==> src/rtl/trail_writer_mp.sv <==
// trail_writer_mp: multi-player trail writer.
// On each in-play frame tick it samples every player's cell and direction,
// queues one job per moving player and fills that cell into the frame
// buffer through a ready/valid write port, lowest player index first.
// Optional macro TRAIL_COLLIDE_EN adds a read-before-write collision check.
module trail_writer_mp #(
  parameter int         NUM_PLAYERS = 2,
  parameter int         COORD_W     = 8,
  parameter int         ADDR_W      = 20,
  parameter int         DATA_W      = 16,
  parameter int         CELL_WORDS  = 4,
  parameter int         ROW_STRIDE  = 1280,
  parameter int         X_OFF       = 20,
  parameter int         Y_OFF       = 20,
  parameter logic [2:0] PLAY_STATE  = 3'b010
) (
  input  logic                           Clk,
  input  logic                           Reset,
  input  logic                           frame_clk,
  input  logic [2:0]                     Game_State,
  input  logic [NUM_PLAYERS*COORD_W-1:0] pos_x,
  input  logic [NUM_PLAYERS*COORD_W-1:0] pos_y,
  input  logic [NUM_PLAYERS*2-1:0]       dir,
  output logic                           fb_we,
  input  logic                           fb_ready,
  output logic [ADDR_W-1:0]              fb_addr,
  output logic [DATA_W-1:0]              fb_wdata,
  output logic                           fb_re,
  input  logic [DATA_W-1:0]              fb_rdata,
  output logic                           busy,
  output logic [NUM_PLAYERS-1:0]         overrun,
  output logic [NUM_PLAYERS-1:0]         collision
);

  localparam int PID_W = (NUM_PLAYERS > 1) ? $clog2(NUM_PLAYERS) : 1;
  localparam int W_W   = $clog2(CELL_WORDS + 1);

  typedef enum logic [2:0] {IDLE, SELECT, CHECK, WAIT_RD, WRITE, NEXT} state_t;

  state_t                 state_q, state_d;
  logic                   fclk_q, fclk_dly_q;
  logic                   tick, play;
  logic                   primed_q, primed_d;
  logic [NUM_PLAYERS-1:0] pending_q, pending_d, pending_set, clr_mask;
  logic [NUM_PLAYERS-1:0] overrun_q, overrun_d;
  logic [COORD_W-1:0]     old_x_q [NUM_PLAYERS];
  logic [COORD_W-1:0]     old_x_d [NUM_PLAYERS];
  logic [COORD_W-1:0]     old_y_q [NUM_PLAYERS];
  logic [COORD_W-1:0]     old_y_d [NUM_PLAYERS];
  logic [1:0]             old_dir_q [NUM_PLAYERS];
  logic [1:0]             old_dir_d [NUM_PLAYERS];
  logic [COORD_W-1:0]     job_x_q [NUM_PLAYERS];
  logic [COORD_W-1:0]     job_x_d [NUM_PLAYERS];
  logic [COORD_W-1:0]     job_y_q [NUM_PLAYERS];
  logic [COORD_W-1:0]     job_y_d [NUM_PLAYERS];
  logic [1:0]             job_t_q [NUM_PLAYERS];
  logic [1:0]             job_t_d [NUM_PLAYERS];
  logic [PID_W-1:0]       cur_pid_q, cur_pid_d, pick, active_pid;
  logic                   active_vld;
  logic [ADDR_W-1:0]      base_q, base_d;
  logic [DATA_W-1:0]      word_q, word_d;
  logic [W_W-1:0]         w_q, w_d;
`ifdef TRAIL_COLLIDE_EN
  logic [NUM_PLAYERS-1:0] collision_q, collision_d;
`endif

  function automatic logic [ADDR_W-1:0] cell_base(input logic [COORD_W-1:0] x,
                                                  input logic [COORD_W-1:0] y);
    logic [ADDR_W-1:0] ax, ay;
    ax = ADDR_W'(x) + ADDR_W'(X_OFF);
    ay = ADDR_W'(y) + ADDR_W'(Y_OFF);
    return ay * ADDR_W'(ROW_STRIDE) + ax * ADDR_W'(CELL_WORDS);
  endfunction

  function automatic logic [DATA_W-1:0] make_word(input logic [PID_W-1:0] pid,
                                                  input logic [1:0] t);
    logic [DATA_W-1:0] w;
    w = '0;
    w[PID_W+1:0] = {pid, t};
    return w;
  endfunction

  assign play = (Game_State == PLAY_STATE);
  assign tick = fclk_q & ~fclk_dly_q;
  assign busy = (state_q != IDLE);
  assign overrun = overrun_q;

  // Frame tick edge detect; reset preloads both flops so no false edge follows reset
  always_ff @(posedge Clk) begin
    if (Reset) begin
      fclk_q     <= frame_clk;
      fclk_dly_q <= frame_clk;
    end else begin
      fclk_q     <= frame_clk;
      fclk_dly_q <= fclk_q;
    end
  end

  // Fixed-priority pick of the lowest-index pending player
  always_comb begin
    pick = '0;
    for (int p = NUM_PLAYERS - 1; p >= 0; p--)
      if (pending_q[p]) pick = PID_W'(p);
  end

  // The player being serviced keeps its job registers frozen until NEXT
  always_comb begin
    active_vld = (state_q == SELECT) || (state_q == CHECK) ||
                 (state_q == WAIT_RD) || (state_q == WRITE);
    active_pid = (state_q == SELECT) ? pick : cur_pid_q;
  end

  // Per-tick move classification, job latching and overrun detection
  always_comb begin
    logic [COORD_W-1:0] px, py;
    logic [1:0]         pd;
    px          = '0;
    py          = '0;
    pd          = '0;
    primed_d    = primed_q;
    pending_set = '0;
    overrun_d   = overrun_q;
    for (int p = 0; p < NUM_PLAYERS; p++) begin
      old_x_d[p]   = old_x_q[p];
      old_y_d[p]   = old_y_q[p];
      old_dir_d[p] = old_dir_q[p];
      job_x_d[p]   = job_x_q[p];
      job_y_d[p]   = job_y_q[p];
      job_t_d[p]   = job_t_q[p];
    end
    if (tick && play) begin
      primed_d = 1'b1;
      for (int p = 0; p < NUM_PLAYERS; p++) begin
        px = pos_x[p*COORD_W +: COORD_W];
        py = pos_y[p*COORD_W +: COORD_W];
        pd = dir[p*2 +: 2];
        if (primed_q && ((px != old_x_q[p]) || (py != old_y_q[p]))) begin
          pending_set[p] = 1'b1;
          if (pending_q[p]) overrun_d[p] = 1'b1;
          if (!(active_vld && (active_pid == PID_W'(p)))) begin
            job_x_d[p] = px;
            job_y_d[p] = py;
            job_t_d[p] = (pd != old_dir_q[p]) ? 2'd3 : (pd[1] ? 2'd1 : 2'd2);
          end
        end
        old_x_d[p]   = px;
        old_y_d[p]   = py;
        old_dir_d[p] = pd;
      end
    end
    if (!play) begin
      primed_d  = 1'b0;
      overrun_d = '0;
    end
  end

  // Write FSM: next state and port outputs
  always_comb begin
    state_d   = state_q;
    cur_pid_d = cur_pid_q;
    base_d    = base_q;
    word_d    = word_q;
    w_d       = w_q;
    clr_mask  = '0;
    fb_we     = 1'b0;
    fb_addr   = '0;
    fb_wdata  = '0;
`ifdef TRAIL_COLLIDE_EN
    fb_re       = 1'b0;
    collision_d = collision_q;
`endif
    case (state_q)
      IDLE:   if (|pending_q) state_d = SELECT;
      SELECT: begin
        cur_pid_d = pick;
        base_d    = cell_base(job_x_q[pick], job_y_q[pick]);
        word_d    = make_word(pick, job_t_q[pick]);
        w_d       = '0;
`ifdef TRAIL_COLLIDE_EN
        state_d   = CHECK;
`else
        state_d   = WRITE;
`endif
      end
`ifdef TRAIL_COLLIDE_EN
      CHECK: begin
        fb_re   = 1'b1;
        fb_addr = base_q;
        state_d = WAIT_RD;
      end
      WAIT_RD: begin
        if (fb_rdata != '0) collision_d[cur_pid_q] = 1'b1;
        state_d = WRITE;
      end
`endif
      WRITE: begin
        fb_we    = 1'b1;
        fb_addr  = base_q + ADDR_W'(w_q);
        fb_wdata = word_q;
        if (fb_ready) begin
          if (w_q == W_W'(CELL_WORDS - 1)) state_d = NEXT;
          else w_d = w_q + W_W'(1);
        end
      end
      NEXT: begin
        clr_mask[cur_pid_q] = 1'b1;
        state_d = IDLE;
      end
      default: state_d = IDLE;
    endcase
    if (!play) begin
      state_d  = IDLE;
      fb_we    = 1'b0;
      fb_addr  = '0;
      fb_wdata = '0;
`ifdef TRAIL_COLLIDE_EN
      fb_re       = 1'b0;
      collision_d = '0;
`endif
    end
  end

`ifdef TRAIL_COLLIDE_EN
  assign collision = collision_q;
`else
  logic rdata_unused;
  assign rdata_unused = ^fb_rdata;
  assign fb_re        = 1'b0;
  assign collision    = '0;
`endif

  // Pending bits: NEXT clears the serviced player, a same-cycle tick wins
  always_comb begin
    pending_d = (pending_q & ~clr_mask) | pending_set;
    if (!play) pending_d = '0;
  end

  // Control state with synchronous reset
  always_ff @(posedge Clk) begin
    if (Reset) begin
      state_q   <= IDLE;
      primed_q  <= 1'b0;
      pending_q <= '0;
      overrun_q <= '0;
`ifdef TRAIL_COLLIDE_EN
      collision_q <= '0;
`endif
    end else begin
      state_q   <= state_d;
      primed_q  <= primed_d;
      pending_q <= pending_d;
      overrun_q <= overrun_d;
`ifdef TRAIL_COLLIDE_EN
      collision_q <= collision_d;
`endif
    end
  end

  // Job and working data registers, only meaningful once qualified by control
  always_ff @(posedge Clk) begin
    for (int p = 0; p < NUM_PLAYERS; p++) begin
      old_x_q[p]   <= old_x_d[p];
      old_y_q[p]   <= old_y_d[p];
      old_dir_q[p] <= old_dir_d[p];
      job_x_q[p]   <= job_x_d[p];
      job_y_q[p]   <= job_y_d[p];
      job_t_q[p]   <= job_t_d[p];
    end
    cur_pid_q <= cur_pid_d;
    base_q    <= base_d;
    word_q    <= word_d;
    w_q       <= w_d;
  end

endmodule

==> config.mk <==
export PLATFORM = sky130hd
export DESIGN_NAME = trail_writer_mp
export DESIGN_NICKNAME = d
export VERILOG_FILES = /design/src/rtl/trail_writer_mp.sv
export SDC_FILE = /design/constraint.sdc
export NUM_CORES = 1
export LEC_CHECK = 0
export CAP_MARGIN = 10
export CORE_MARGIN = 1.5
export CORE_UTILIZATION = 40
export CTS_CLUSTER_DIAMETER = 80
export DETAILED_ROUTE_END_ITERATION = 8
export SLEW_MARGIN = 20
export SYNTH_ARGS = -nofsm -noshare
export SYNTH_HDL_FRONTEND = slang
export SYNTH_SLANG_ARGS = --single-unit
==> constraint.sdc <==
create_clock -name Clk -period 12 [get_ports Clk]
set_input_delay 3 -clock Clk [delete_from_list [all_inputs] [get_ports Clk]]
set_output_delay 3 -clock Clk [all_outputs]
set_load 0.02 [all_outputs]
* Word-level counts from Yosys, hierarchy flattened
Memory sizes are Yosys's and may differ from the RTL's. A register that Yosys moved wholly into a read port is not among the register bits.
Index checks and enable logic that the tools add are counted.
** Storage, ports and cells
- Bits in registers :: 37
- Bits in writable memories :: 72
- Input bits :: 59
- Output and inout port bits :: 43
- Logic and storage cells :: 122
- Memories kept :: 6
** Memory list
- job_x_q :: words 2, bits a word 8, rd ports 1, clocked after memory_dff 0, wr ports 2, RTL line 52 : logic [COORD_W-1:0] job_x_q [NUM_PLAYERS];
- job_y_q :: words 2, bits a word 8, rd ports 1, clocked after memory_dff 0, wr ports 2, RTL line 54 : logic [COORD_W-1:0] job_y_q [NUM_PLAYERS];
- old_x_q :: words 2, bits a word 8, rd ports 2, clocked after memory_dff 0, wr ports 2, RTL line 46 : logic [COORD_W-1:0] old_x_q [NUM_PLAYERS];
- old_y_q :: words 2, bits a word 8, rd ports 2, clocked after memory_dff 0, wr ports 2, RTL line 48 : logic [COORD_W-1:0] old_y_q [NUM_PLAYERS];
- job_t_q :: words 2, bits a word 2, rd ports 1, clocked after memory_dff 1, wr ports 2, RTL line 56 : logic [1:0] job_t_q [NUM_PLAYERS];
- old_dir_q :: words 2, bits a word 2, rd ports 2, clocked after memory_dff 0, wr ports 2, RTL line 50 : logic [1:0] old_dir_q [NUM_PLAYERS];
** Operators by class
- Add/subtract/negate cells :: 5
- Multipliers :: 1
- Magnitude comparators :: 2
- Equal/unequal tests :: 23
- Multiplexer cells :: 45
- Bitwise logic cells :: 7
- Reductions and logical operators :: 22
** Operators by type and width (count)
- 16-bit two-way mux :: 5
- 8-bit two-way mux :: 8
- 20-bit two-way mux :: 2
- 8-bit inequality test :: 4
- 20-bit by 11-bit adder with 20-bit output :: 1
- 20-bit by 3-bit adder with 20-bit output :: 1
- 2-bit two-way mux :: 10
- 8-bit by 5-bit adder with 9-bit output (second input constant) :: 2
- 3-bit two-way mux :: 6
- 3-bit AND reduction :: 6
- 3-bit by 2-bit == test with 1-bit output (second input constant) :: 4
- 9-bit by 3-bit multiplier with 12-bit output (second input constant) :: 1
- 2-bit inequality test (second input constant) :: 5
- 1-bit two-way mux :: 9
- 3-bit one-hot mux with 3 select lines :: 1
- 4-bit two-way mux :: 2
- 3-bit == test (second input constant) :: 2
- 1-bit logical AND :: 6
- 3-bit inequality test (second input constant) :: 2
- 3-bit one-hot mux with 2 select lines :: 1
- 1-bit logical OR :: 5
- 2-bit inequality test :: 2
- 2-bit OR reduction :: 2
- 3-bit by 1-bit adder with 3-bit output (second input constant) :: 1
- other kinds (14) :: 17

* Depth between registers and ports, before layout
Gate-level depths: netlist of run 1.
- Depth after elaboration :: 8
- Depth in mapped cells :: 18
- Depth with buffers taken out :: 17

* Worst setup path after synthesis of run 1
OpenSTA, ideal clock, no wires.
- Path kind :: input port to output port
- Start :: in Game_State[0]
- End :: out fb_addr[10]
- Data arrival time :: 4.318 ns
- Required time :: 9.000 ns
- Slack :: 4.682 ns
- Stages :: 4
- Buffers on the path :: 1
- Path through :: nor3b_1 -> nand2_1 -> clkbuf_1 -> nor2_1
** On the way
- Word-level cells in the longest chain between the ends :: 2
** RTL lines
- start, declared :: RTL line 20 : input logic [2:0] Game_State,
- 3-bit by 2-bit == test with 1-bit output :: RTL line 83 : assign play = (Game_State == PLAY_STATE);
- 20-bit two-way mux :: RTL line 211 : if (!play) begin
- end, declared :: RTL line 26 : output logic [ADDR_W-1:0] fb_addr,
Every way passes these cells.

* Worst setup path in the final report of run 1
- Start :: in Game_State[1]
- End :: out fb_addr[6]
The elaborated chain is that of the path after synthesis.

==> results of run 1 <==
## flip-flops by register name, indices dropped and copies added, names as in the netlist
name,cells
word_q,3
base_q,18
job_t_q,4
fclk_dly_q,1
old_x_q,16
job_x_q,16
cur_pid_q,1
overrun,2
state_q,2
fclk_q,1
job_y_q,16
old_dir_q,4
primed_q,1
w_q,3
pending_q,2
old_y_q,16
## worst max path at each step
stage	cells past startpoint	startpoint	to
after floorplan	4	Game_State[0]	fb_addr[10]
after global placement	5	Game_State[1]	fb_addr[4]
after detailed placement	5	Game_State[1]	fb_addr[18]
after CTS	5	Game_State[1]	fb_addr[18]
after global routing	5	Game_State[1]	fb_addr[7]
final	5	Game_State[1]	fb_addr[6]
## metal layers
metal | vias to the layer above | track usage, %
li1 | 1677 | -
met1 | 1480 | 18.23
met2 | 74 | 21.97
met3 | 11 | 2.395
met4 | 0 | 6.027
met5 | - | 0
## logic make-up after synthesis
kind of cell / count (synthesis) / share of synthesized area, %
AND/OR/NAND/NOR: 138 / 13.00
flip-flops: 106 / 56.88
XOR/XNOR: 76 / 12.28
buffers and inverters: 44 / 4.594
AO/OA/AOI/OAI: 32 / 3.901
adder cells (fa/ha/maj): 26 / 6.279
multiplexers: 16 / 3.001
other: 1 / 0.06919
## placed cells by master (no fill, tap or decap), drive strengths merged, types with 15 or more instances in the layout
cell,synthesis,layout
a21oi,15,15
clkdlybuf4s50,0,69
conb,1,16
edfxtp,96,96
ha,24,24
inv,21,23
nand2,34,34
nor2,34,34
xnor2,25,25
xor2,51,51
## layout make-up
type                            count  area [um^2]
Fill cell                        1214         6669
Clock buffer                        9        225.2
Sequential cell                   106         3083
Timing Repair Buffer               72        713.2
Inverter                           22        87.58
Tap cell                          176        220.2
Clock inverter                      7        100.1
Multi-Input combinational cell    304         2145
## stage by stage
step | hold slack [ns] | utilization [%] | setup WS, ns | power [mW]
floorplan | 0.4705 | - | 4.682 | 0.4269
finish | 0.4514 | 49.64 | 3.424 | 0.7519
global placement | 0.4419 | 47.18 | 3.460 | 0.4425
CTS | 0.4529 | 49.64 | 3.364 | 0.7584
global route | 0.4782 | 49.64 | 3.116 | 0.7763
detailed placement | 0.4435 | 47.18 | 3.354 | 0.4434
## power by group through the flow
stage          sequential [mW]  clock [mW]  combinational [mW]
4_1_cts                  0.403       0.323              0.0320
5_1_grt                  0.403       0.339              0.0344
3_5_place_dp             0.412           0              0.0319
3_3_place_gp             0.411           0              0.0311
2_1_floorplan            0.412           0              0.0154
6_report                 0.403       0.317              0.0317
## worst max-delay path: stages
cell and delay (ns):
clkdlybuf4s50_1 0.45, nor3b_1 0.74, nand2_1 0.53, nor2_1 0.24
clkdlybuf4s50_1 0.62
==> results.cfg, run 1 <==
[place]
dpl.hpwl_um = 7122
port_buffers = 69
gp_congestion = 0.7884
dpl.cell_count = 680
placed_area_um2 = 6248

[final_layout]
n_antenna_cell = 0
drive_gt1_share_pct = 5.577
synthToLayoutAreaGrowth_pct = 21.28
final_area_um2 = 6574
nets = 600
final_cells = 696

[worst_setup_path]
setup.worst_path.end_class = primary output
crit_type = input pin to primary output
worstReg2RegStart = pending_q[0]
ff2ff_path_depth = 17
r2r_end = base_q[18]
arrival_ns = 5.58
crit_required_ns = 9.00
crit_fanout = 17
start_kind = input pin
r2r_slack_ns = 8.13

[logic_synthesis]
ys_top_cells_by_area = edfxtp_1 53%, xor2_1 8.2%, ha_1 5.5%, xnor2_1 4.0%, dfxtp_1 3.7%
synthMostInstantiatedCell = edfxtp_1
seq_area_frac_synth_pct = 56.88
syn_area_um2 = 5420
synth_warnings = 0
synth_flop_cell = edfxtp_1
yosysTopAreaCell = edfxtp_1
synthDominantCellAreaShare_pct = 53.19
avgSynthCellArea_um2 = 12.35
yosysUniqueCellTypes = 44
ys_async_sr_fraction_pct = 0
synthCells = 439
yosys-top-cells-count = 96 x edfxtp_1, 51 x xor2_1, 34 x nand2_1, 34 x nor2_1, 25 x xnor2_1
synth_edf_count = 96
ys_ff_latch = 106

[detailed_routing]
wl_per_cell_um = 13.40
drt_iter0_markers = 128
vias = 3242
drtAntennaViolNets = 0
first_pass_iters = 4
top_layer = met4
wl_met2_um = 4296
wl_met1_um = 4456
wl_met3_um = 421
wl_um = 9326
viasPerCell = 4.658
route.detailed.drc = 0

[hold_path]
holdPathEnd = overrun[0]
hold_depth = 2
hp-class = register to register
holdCritStartpoint = overrun[0]

[cts]
cts.repair.resized = 0
htree_levels = 3
cts_tree = done
cts_hold_buffers = 0
cts_sinks = 106
clk_pin_slew_ns = 0.07
cts_made_buffers = 9
cts_root_buf = clkbuf_16
clockBufferDepth = 2
clk_latency_ns = 0.35
post-cts-setup-buffer-count = 0

[power_and_ir_drop]
pwr-share-comb_pct = 4.2
p_clk_share_pct = 42.1
ir_drop_mv = 0.09406
p_int_mw = 0.6032
power.switching_mw = 0.1486
p_sw_share_pct = 19.77
seqPwrFrac_pct = 53.6
p_leak_nw = 2.422
p_per_area_nw_per_um2 = 114.4

[timing]
setup-violations-final = 0
rsz0062_at_grt = no
finClkSkew_ns = 0.005865
max_freq_ghz = 0.1166
maxSlewViolCount = 0
post-route-period-util_pct = 71.46
relSlewSlack_pct = 36.01
worstMarginPinSlew_ns = 0.9599
min_period_ns = 8.576
tns_ns = 0
hold_viol_final = 0

[grt]
grt_pass1_vias = 3120
grt-ovfl-total = 0
grt_max_degree = 40
antenna_found_initial = 0
grt_use_total_pct = 13.67
grt_pass1_wl_um = 15220

[die]
dieWidth_um = 119.4
rows = 42
die_area_um2 = 14260
start_util_pct = 40.93
core_area_um2 = 13240
die_y_um = 119.4
ios = 102

[outcome]
outcome = complete, no violations

[run]
maxCapViolCount = 0
Note: power is estimated with default switching activity, not from simulation.
==> inputs of run 2 (changes only) <==
Clock period 12 ns to 8.3 ns, I/O delays scaled along.
==> results.cfg, run 2 (same netlist as run 1, synthesis figures left out) <==
[outcome]
outcome = complete, no violations

[worst_setup_path]
crit_path_cell_trace = clkdlybuf4s50_1 -> nor3b_1 -> buf_4 -> nand2_1 -> nor2_1 -> clkdlybuf4s50_1
crit_required_ns = 6.23
crit_top_cell = clkdlybuf4s50_1
arrival_ns = 4.03
slowest_stage = clkdlybuf4s50_1
crit_fanout = 17
r2r_slack_ns = 4.46
setup.worst_path.end_class = primary output
cp_top_family = buffers and inverters
slowest_delay_ns = 0.62
cp.buffers_inverters = 3
start_kind = input pin
crit_type = input pin to primary output

[hold_path]
hp-class = register to register

[timing]
min_period_ns = 6.110
setup-violations-final = 0
worstMarginPinSlew_ns = 0.9515
maxSlewViolCount = 0
max_freq_ghz = 0.1637
timing.final.ws_setup_ns = 2.190
rsz0062_at_grt = no
tns_ns = 0
hold_viol_final = 0
hold_slack_ns = 0.4462
post-route-period-util_pct = 73.61
finClkSkew_ns = 0.008225
relSlewSlack_pct = 36.57

[final_layout]
nets = 601
n_antenna_cell = 0
n_fill_cell = 1176
mostFrequentLayoutCells = 96 x edfxtp_1, 69 x clkdlybuf4s50_1, 51 x xor2_1, 34 x nor2_1, 34 x nand2_1
drive_gt1_share_pct = 5.566
final_area_um2 = 6574
largest_reg_flops = 18
top_register = base_q
finish.utilization_pct = 49.64
final_cells = 697
final_common_cell = edfxtp_1
synthToLayoutAreaGrowth_pct = 21.28

[die]
start_util_pct = 40.93
core_area_um2 = 13240
die_area_um2 = 14260
dieWidth_um = 119.4
rows = 42
ios = 102
die_y_um = 119.4

[cts]
clk_pin_slew_ns = 0.07
clockBufferDepth = 2
htree_levels = 3
clk_latency_ns = 0.34
cts_root_buf = clkbuf_16
cts_made_buffers = 9
cts_sinks = 106
post-cts-setup-buffer-count = 0
cts_tree = done
cts.repair.resized = 0
cts_hold_buffers = 0

[place]
port_buffers = 69
dpl.cell_count = 681
dp_slack_ns = 2.148
gp_congestion = 0.7983
placed_area_um2 = 6256
dpl.hpwl_um = 7096

[power_and_ir_drop]
p_per_area_nw_per_um2 = 163.7
p_leak_nw = 2.416
total_power_mw = 1.076
ir_drop_mv = 0.1125

[grt]
grt_pass1_vias = 3084
grt_pass1_wl_um = 15100
grt_use_total_pct = 13.59
grt-ovfl-total = 0
antenna_found_initial = 0
grt_max_degree = 40

[detailed_routing]
viasPerCell = 4.667
drtAntennaViolNets = 0
drt_iter0_markers = 127
route.detailed.drc = 0
vias = 3253
wl_um = 9193
first_pass_iters = 4
wl_per_cell_um = 13.19

[run]
maxCapViolCount = 0
## run 2: cell count changes in the layout (fill, tap and decap cells not counted), sizes merged
cell      delta
clkinvlp     +2
buf          +1
clkinv       -1
inv          -1
## run 2: routing by layer
layer / wire length (um) / GRT usage [%] / vias to the layer above / share of wire [%]
met5: 0 / 0 / - / 0
met4: 137 / 5.134 / 0 / 1.5
met3: 344 / 2.299 / 11 / 3.7
met2: 4362 / 22.62 / 77 / 47
met1: 4349 / 17.87 / 1489 / 47
li1: - / - / 1676 / -
## run 2: cell type report
class                   count  area (um^2)  share of cell area (%)
clock buffers               9        225.2                   3.426
clock inverters             7        92.59                   1.408
inverters                  22        87.58                   1.332
multi-input cells         304         2145                   32.62
flip-flops and latches    106         3083                   46.90
well taps                 176        220.2                   3.350
repair buffers             73        720.7                   10.96
## run 2: worst register-to-register path: stages, from the launching register on
cell	delay (ns)
dfxtp_1	0.42
nand2b_4	0.37
clkinv_4	0.23
mux2i_1	0.55
nor3_1	0.15
nor2_1	0.20
ha_1	0.26
ha_1	0.33
nor2_1	0.06
a21oi_1	0.22
a31o_2	0.22
xor2_1	0.30
nand3_1	0.14
xnor2_1	0.14
## run 2: worst paths after layout
kind | from | end | cells after the start
min | overrun[0] | overrun[0] | 2
max | Game_State[1] | fb_addr[18] | 6
max reg2reg | pending_q[0] | base_q[18] | 13
min reg2reg | overrun[0] | overrun[0] | 2
## run 2: where the power goes
| group | switching (mW) | internal [mW] |
|---|---|---|
| Clock | 0.184 | 0.264 |
| Combinational | 0.0221 | 0.0235 |
| Sequential | 0.00112 | 0.582 |
| Total | 0.207 | 0.869 |
